$ cat config.mk
export PLATFORM = sky130hd
export DESIGN_NAME = fetch_seq_flat
export DESIGN_NICKNAME = d
export VERILOG_FILES = /design/src/rtl/fetch_if.sv /design/src/rtl/fetch_seq.sv /design/src/flat_wrapper.sv
export SDC_FILE = /design/constraint.sdc
export NUM_CORES = 1
export LEC_CHECK = 0
export BUFFER_PORTS_ARGS = -buffer_cell sky130_fd_sc_hd__buf_2
export CORE_ASPECT_RATIO = 1.2
export CORE_MARGIN = 3
export CORE_UTILIZATION = 49
export CTS_CLUSTER_SIZE = 16
export DETAILED_ROUTE_END_ITERATION = 7
export GPL_TIMING_DRIVEN = 0
export MAX_ROUTING_LAYER = met4
export PLACE_DENSITY = 0.77
export SYNTH_ARGS = -nofsm -noshare
export SYNTH_HDL_FRONTEND = slang
export SYNTH_SLANG_ARGS = --single-unit
$ cat constraint.sdc
create_clock -name clk -period 3.8 [get_ports clk]
set_input_delay 0.76 -clock clk [delete_from_list [all_inputs] [get_ports clk]]
set_output_delay 0.76 -clock clk [all_outputs]
set_load 0.1 [all_outputs]
$ cat src/rtl/fetch_if.sv
// Fetch-side bus bundle: instruction memory byte port, decode handshake and
// branch/jump redirect inputs.
interface fetch_if;
  logic [31:0] mem_addr;
  logic [7:0]  mem_rdata;
  logic [31:0] instr;
  logic [31:0] instr_pc;
  logic        instr_valid;
  logic        instr_ready;
  logic        redirect;
  logic [31:0] redirect_pc;
  logic        done;

  modport master (
    output mem_addr, instr, instr_pc, instr_valid, done,
    input  mem_rdata, instr_ready, redirect, redirect_pc
  );

  modport slave (
    input  mem_addr, instr, instr_pc, instr_valid, done,
    output mem_rdata, instr_ready, redirect, redirect_pc
  );
endinterface

$ cat src/rtl/fetch_seq.sv
// Instruction fetch sequencer: reads a big-endian word one byte per cycle,
// offers it to decode over valid/ready, follows redirects, parks at PC_LIMIT.
module fetch_seq #(
  parameter logic [31:0] RESET_PC = 32'd0,
  parameter logic [31:0] PC_LIMIT = 32'd36
) (
  input logic     clk,
  input logic     rst,
  fetch_if.master bus
);

  typedef enum logic [1:0] {
    S_FETCH = 2'd0,
    S_VALID = 2'd1,
    S_DONE  = 2'd2
  } state_t;

  localparam state_t RST_STATE = (RESET_PC >= PC_LIMIT) ? S_DONE : S_FETCH;

  state_t      state_q, state_d;
  logic [31:0] pc_q, pc_d;
  logic [1:0]  byte_cnt_q, byte_cnt_d;
  logic [23:0] sh_q, sh_d;
  logic [31:0] instr_q, instr_d;
  logic [31:0] instr_pc_q, instr_pc_d;
  logic        instr_valid_q, instr_valid_d;

  logic [31:0] pc_inc;
  logic [31:0] redir_tgt;
  logic        hs;
  logic        last_byte;

  assign pc_inc    = pc_q + 32'd4;
  assign redir_tgt = bus.redirect_pc & ~32'd3;
  assign hs        = (state_q == S_VALID) && instr_valid_q && bus.instr_ready;
  assign last_byte = (state_q == S_FETCH) && (byte_cnt_q == 2'd3);

  always_ff @(posedge clk or posedge rst) begin
    if (rst) begin
      state_q       <= RST_STATE;
      pc_q          <= RESET_PC;
      byte_cnt_q    <= 2'd0;
      sh_q          <= 24'd0;
      instr_q       <= 32'd0;
      instr_pc_q    <= 32'd0;
      instr_valid_q <= 1'b0;
    end else begin
      state_q       <= state_d;
      pc_q          <= pc_d;
      byte_cnt_q    <= byte_cnt_d;
      sh_q          <= sh_d;
      instr_q       <= instr_d;
      instr_pc_q    <= instr_pc_d;
      instr_valid_q <= instr_valid_d;
    end
  end

  // Redirect overrides every other transition, including a completing handshake.
  always_comb begin
    state_d = state_q;
    case (state_q)
      S_FETCH: if (byte_cnt_q == 2'd3) state_d = S_VALID;
      S_VALID: if (hs) state_d = (pc_inc < PC_LIMIT) ? S_FETCH : S_DONE;
      default: state_d = state_q;
    endcase
    if (bus.redirect) state_d = (redir_tgt < PC_LIMIT) ? S_FETCH : S_DONE;
  end

  always_comb begin
    pc_d          = pc_q;
    byte_cnt_d    = byte_cnt_q;
    sh_d          = sh_q;
    instr_d       = instr_q;
    instr_pc_d    = instr_pc_q;
    instr_valid_d = instr_valid_q;

    if (state_q == S_FETCH) begin
      byte_cnt_d = byte_cnt_q + 2'd1;
      if (last_byte) begin
        instr_d       = {sh_q, bus.mem_rdata};
        instr_pc_d    = pc_q;
        instr_valid_d = 1'b1;
      end else begin
        sh_d = {sh_q[15:0], bus.mem_rdata};
      end
    end

    if (hs) begin
      instr_valid_d = 1'b0;
      pc_d          = pc_inc;
    end

    // A redirect on the last byte suppresses the word; instr/instr_pc keep old values.
    if (bus.redirect) begin
      pc_d          = redir_tgt;
      byte_cnt_d    = 2'd0;
      sh_d          = 24'd0;
      instr_d       = instr_q;
      instr_pc_d    = instr_pc_q;
      instr_valid_d = 1'b0;
    end
  end

  always_comb begin
    bus.mem_addr    = pc_q + {30'd0, byte_cnt_q};
    bus.instr       = instr_q;
    bus.instr_pc    = instr_pc_q;
    bus.instr_valid = instr_valid_q;
    bus.done        = (state_q == S_DONE);
  end

endmodule

$ cat src/flat_wrapper.sv
// flat-port wrapper written by rule: the top's interface ports become plain ports
module fetch_seq_flat 
#(
  parameter logic [31:0] RESET_PC = 32'd0,
  parameter logic [31:0] PC_LIMIT = 32'd36
)
  (clk, rst, bus_mem_addr, bus_instr, bus_instr_pc, bus_instr_valid, bus_done, bus_mem_rdata, bus_instr_ready, bus_redirect, bus_redirect_pc);
  fetch_if bus_i ();
  input logic clk;
  input logic rst;
  output wire logic [$bits(bus_i.mem_addr)-1:0] bus_mem_addr;
  output wire logic [$bits(bus_i.instr)-1:0] bus_instr;
  output wire logic [$bits(bus_i.instr_pc)-1:0] bus_instr_pc;
  output wire logic [$bits(bus_i.instr_valid)-1:0] bus_instr_valid;
  output wire logic [$bits(bus_i.done)-1:0] bus_done;
  input wire logic [$bits(bus_i.mem_rdata)-1:0] bus_mem_rdata;
  input wire logic [$bits(bus_i.instr_ready)-1:0] bus_instr_ready;
  input wire logic [$bits(bus_i.redirect)-1:0] bus_redirect;
  input wire logic [$bits(bus_i.redirect_pc)-1:0] bus_redirect_pc;
  assign bus_mem_addr = bus_i.mem_addr;
  assign bus_instr = bus_i.instr;
  assign bus_instr_pc = bus_i.instr_pc;
  assign bus_instr_valid = bus_i.instr_valid;
  assign bus_done = bus_i.done;
  assign bus_i.mem_rdata = bus_mem_rdata;
  assign bus_i.instr_ready = bus_instr_ready;
  assign bus_i.redirect = bus_redirect;
  assign bus_i.redirect_pc = bus_redirect_pc;
  fetch_seq #(.RESET_PC(RESET_PC), .PC_LIMIT(PC_LIMIT)) u_core (.clk(clk), .rst(rst), .bus(bus_i));
endmodule
======== Word level (Yosys, flattened, before mapping) ========
Index checks and enable logic that the tools add are counted.
word-level totals
  input bits .............................. 44
  register bits ........................... 125
  word-level logic and storage cells ...... 49
  output and inout port bits .............. 98
operators by class
  equal/unequal tests ..................... 6
  magnitude comparators ................... 2
  reductions and logical operators ........ 13
  bitwise operators ....................... 1
  muxes and demuxes ....................... 17
  add/sub/neg operators ................... 3
operators by type and width
  cell                                                          count
  2-to-1 mux 24 bit                                             3
  less-than comparator 32 x 6 -> 1 bit (second input constant)  2
  2-to-1 mux 32 bit                                             2
  adder 32 x 2 -> 32 bit                                        1
  adder 32 x 3 -> 32 bit (second input constant)                1
  2-to-1 mux 2 bit                                              7
  nonzero test 3 bit                                            3
  inequality test 3 x 2 -> 1 bit (second input constant)        2
  AND reduction 3 bit                                           2
  == test 2 bit (second input constant)                         2
  2-to-1 mux 1 bit                                              4
  one-hot mux 2 bit (2 select lines)                            1
  AND reduction 2 bit                                           2
  nonzero test 2 bit                                            2
  logical AND 1 bit                                             3
  adder 2 x 1 -> 2 bit (second input constant)                  1
  == test 2 x 1 -> 1 bit (second input constant)                1
  zero test 2 bit                                               1
  inequality test 2 bit (second input constant)                 1
  inverter 1 bit                                                1

======== Logic depth before layout (Yosys ltp) ========
  depth in word-level cells ............... 6
  depth in mapped cells ................... 8
  depth with buffers taken out ............ 7

======== Worst setup path after synthesis ========
OpenSTA, ideal clock, no wires.
  kind .................................... flip-flop to output port
  start point ............................. register u_core.state_q[1]
  end point ............................... output port bus_done
  stages on the path, launching flop included .. 3
  data arrival time ....................... 1.954 ns
  data required time ...................... 3.040 ns
  setup slack ............................. 1.086 ns
  buffers on the path ..................... 1
  cell sequence ........................... dfrtp_1 -> clkbuf_1 -> nor2b_1
on the way
  longest elaborated chain between the ends .. 1
RTL lines
  element                   RTL line            text
  start: declaration        fetch_seq.sv:20     state_t state_q, state_d;
  start signal: assignment  fetch_seq.sv:48     state_q <= state_d;
  == test 2 bit             fetch_seq.sv:109    bus.done = (state_q == S_DONE);
  end: declaration          flat_wrapper.sv:15  output wire logic [$bits(bus_i.done)-1:0] bus_done;
Every way passes these cells.

======== Final worst setup path ========
  start point ............................. register u_core.pc_q[3]
  end point ............................... register u_core.state_q[1]
on the way
  longest elaborated chain between the ends .. 6
RTL lines
  element                               RTL line         text
  start: declaration                    fetch_seq.sv:21  logic [31:0] pc_q, pc_d;
  start signal: assignment              fetch_seq.sv:49  pc_q <= pc_d;
  adder 32 x 3 -> 32 bit                fetch_seq.sv:33  assign pc_inc = pc_q + 32'd4;
  less-than comparator 32 x 6 -> 1 bit  fetch_seq.sv:63  S_VALID: if (hs) state_d = (pc_inc < PC_LIMIT) ? S_FETCH : S_DONE;
  2-to-1 mux 2 bit (2 in a row)         fetch_seq.sv:63
  one-hot mux 2 bit (2 select lines)    fetch_seq.sv:61  case (state_q)
  2-to-1 mux 2 bit                      fetch_seq.sv:66  if (bus.redirect) state_d = (redir_tgt < PC_LIMIT) ? S_FETCH : S_DONE;
Every way passes these cells. The select of a mux whose other input is x is not followed.
A chain may end at the register's enable or synchronous reset.

==> metrics <==
RSZ-0062 raised after global routing no; Layout Utilization 63.9%; Clock power frac 46.5%; first-pass GRT wire length 25600 um; worst hold path type in2async; dpl ws 0.769 ns; CTS Buffer Depth 2; Required @ worst endpoint 4.05 ns; Clock H-tree levels 4; CTS Hold Bufs 0; most common cell after layout, fill and taps aside buf_2; Synth async-reset ratio 100%; delay-heaviest family, CP simple AND/OR/NAND/NOR gates; Placer Congestion 0.960; Top Ports 142; vias in the first global route 4948; crit path time final 3.09 ns; maxcap violations 0; cts bufs inserted 17; Switching Fraction 30.1%; net switching power 1.09 mW; CORE AREA 11600 sq um; Layout Cells excl Fill 876; FF-to-FF setup slack 0.71 ns; Worst path slowest cell dfrtp_1; f_max 324 MHz; CP bufs+invs 1; largest net degree at the start of global routing 45; Vias per Instance 5.57; nature of the critical path startpoint flip-flop; P_int 2.55 mW; EDFF count, synth 0; Post-Syn Area 5860 sq um; clock transition at the registers of the reported paths 0.06 ns; CP cell instances ha_1, nand4_1, or4_1, clkbuf_1, o21ai_0, o211ai_1, nor4_1, a31oi_1; Synthesis Warnings 0; register area share after synthesis 51.6%; Die Width 106 um; Worst R2R End u_core.state_q[1]; Power Density 491 nW/um^2; most frequent cells in the layout buf_2, dfrtp_1, mux2_2, clkbuf_1, nand2_1; Primary FF master, synth dfrtp_1; CTS tree yes; aggregate global-route resource usage 24.9%; CP arrival 3.34 ns; total power 3.64 mW; Syn-to-layout area delta 26.6%; DRT iter0 DRCs 312; CP endpoint kind flip-flop; Rel. slew slack 16.8%; grt ovf 0; layout cells sized above 1 35.4%; CTS sink count 121; Placement Cell Area 6790 sq um; Post-Syn Instances 547; placed cell count 844; Remaining DRCs 0; Avg Cell Area, Syn 10.7 sq um; Max Transition Viols Final 0; crit-path max cell delay 0.55 ns; critical-path maximum fanout 9; initial core utilization 50.5%; worst IR drop on VDD 0.330 mV; Post-CTS Setup Bufs 0; Die Height 126 um; Leak 3.58 nW; # port buffers 137; DRT antenna net count 0; Final Instance Area 7420 sq um; outcome finished clean; Sequential Power Share 37.6%; wirelength, routed 15600 um; # setup viols final 0; DRT Pass-1 Iters 5; DP HPWL 11500 um; Comb power frac 15.9%; initial antenna violation count 0; Cell variety after synth 58; number of synthesized register bits 121; Clk Latency, worst-skew pair 0.41 ns; clock skew 0.00699 ns; R2R Path Start u_core.pc_q[3]; setup TNS 0 ns; Slew @ Worst Pin 1.24 ns; r2r worst-path depth 8; num rows 43; wire per inst 17.8 um; final worst-path cycle share 81.2%; clk root buf clkbuf_16; worst hold slack 0.498 ns; NumNets Final 753; Hold Vio Cnt, Final 0; Via Count 4879; die area 13300 sq um; WS Path Type reg2reg; setup ws final 0.715 ns; PostCTS Resize Cnt 0
## how the worst max path moves through the flow
| stage | start | to | slack (ns) | cells after the start |
|---|---|---|---|---|
| 2_1_floorplan | u_core.state_q[1] | bus_done | 1.09 | 2 |
| 3_3_place_gp | u_core.pc_q[2] | u_core.state_q[1] | 0.79 | 8 |
| 3_5_place_dp | u_core.pc_q[3] | u_core.state_q[1] | 0.77 | 8 |
| 4_1_cts | u_core.pc_q[3] | u_core.state_q[1] | 0.77 | 8 |
| 5_1_grt | u_core.pc_q[2] | u_core.state_q[1] | 0.48 | 8 |
| 6_report | u_core.pc_q[3] | u_core.state_q[1] | 0.71 | 8 |
## routing by layer
layer	GRT usage [%]	vias to the layer above	share of wire [%]
li1	-	2266	-
met1	29.6	2389	41
met2	41.5	188	50
met5	-	-	0
met3	5.84	36	6.5
met4	8.99	0	2.6
## worst reg2reg max path, stage by stage, from the launching register on
cell	delay, ns
dfrtp_1	0.55
ha_1	0.36
nand4_1	0.31
or4_1	0.51
clkbuf_1	0.23
o21ai_0	0.29
o211ai_1	0.15
nor4_1	0.36
a31oi_1	0.18
## final cells by class
type                            count  area [sq um]
Multi-Input combinational cell    349          2530
Fill cell                         944          4200
Timing Repair Buffer              139           726
Clock buffer                       17           425
Sequential cell                   121          3030
Inverter                            7          30.0
Buffer                             71           287
Clock inverter                     14           200
Tap cell                          157           196
Antenna cell                        1          2.50
## cell usage after synthesis (all sizes together), types with 3 or more instances
library cell    n  area (sq um)
nand4          15           109
buf            14          72.6
ha              3          37.5
xor2           14           123
inv             7          26.3
dfrtp         121          3030
a21oi          11          55.1
nor4           15           115
nand2          48           183
nor3b           3          22.5
o31ai           4          30.0
o21ai          31           155
clkbuf         57           214
a211o           4          35.0
nor3           13          65.1
xnor2          13           114
a221o           3          30.0
a22o           24           210
or4             6          48.8
nor2           20          75.1
nand3          13          70.1
and3            4          25.0
mux2           64           721
or3             6          37.5
## flip-flops by register name, indices dropped and copies added (netlist names)
name / cells
u_core.pc_q: 30
u_core.state_q: 2
u_core.bus.instr_valid: 1
u_core.byte_cnt_q: 2
u_core.sh_q: 24
u_core.bus.instr: 32
u_core.bus.instr_pc: 30
## kinds of logic (layout without fill, tap and decap cells)
group | count (synthesis) | after routing | share of synthesized area [%]
AO/OA/AOI/OAI | 98 | 98 | 11.6
XOR/XNOR | 27 | 27 | 4.03
adder cells (fa/ha/maj) | 3 | 3 | 0.640
buffers and inverters | 78 | 248 | 5.34
flip-flops | 121 | 121 | 51.6
multiplexers | 65 | 65 | 12.5
other | 1 | 3 | 0.0640
AND/OR/NAND/NOR | 154 | 154 | 14.2
## power groups by stage
stage	registers, mW	clock network [mW]	logic, mW
2_1_floorplan	1.44	0	0.399
3_3_place_gp	1.39	0	0.564
3_5_place_dp	1.39	0	0.576
4_1_cts	1.37	1.72	0.579
5_1_grt	1.37	1.78	0.612
6_report	1.37	1.69	0.580
Note: power is estimated with default switching activity, not from simulation.
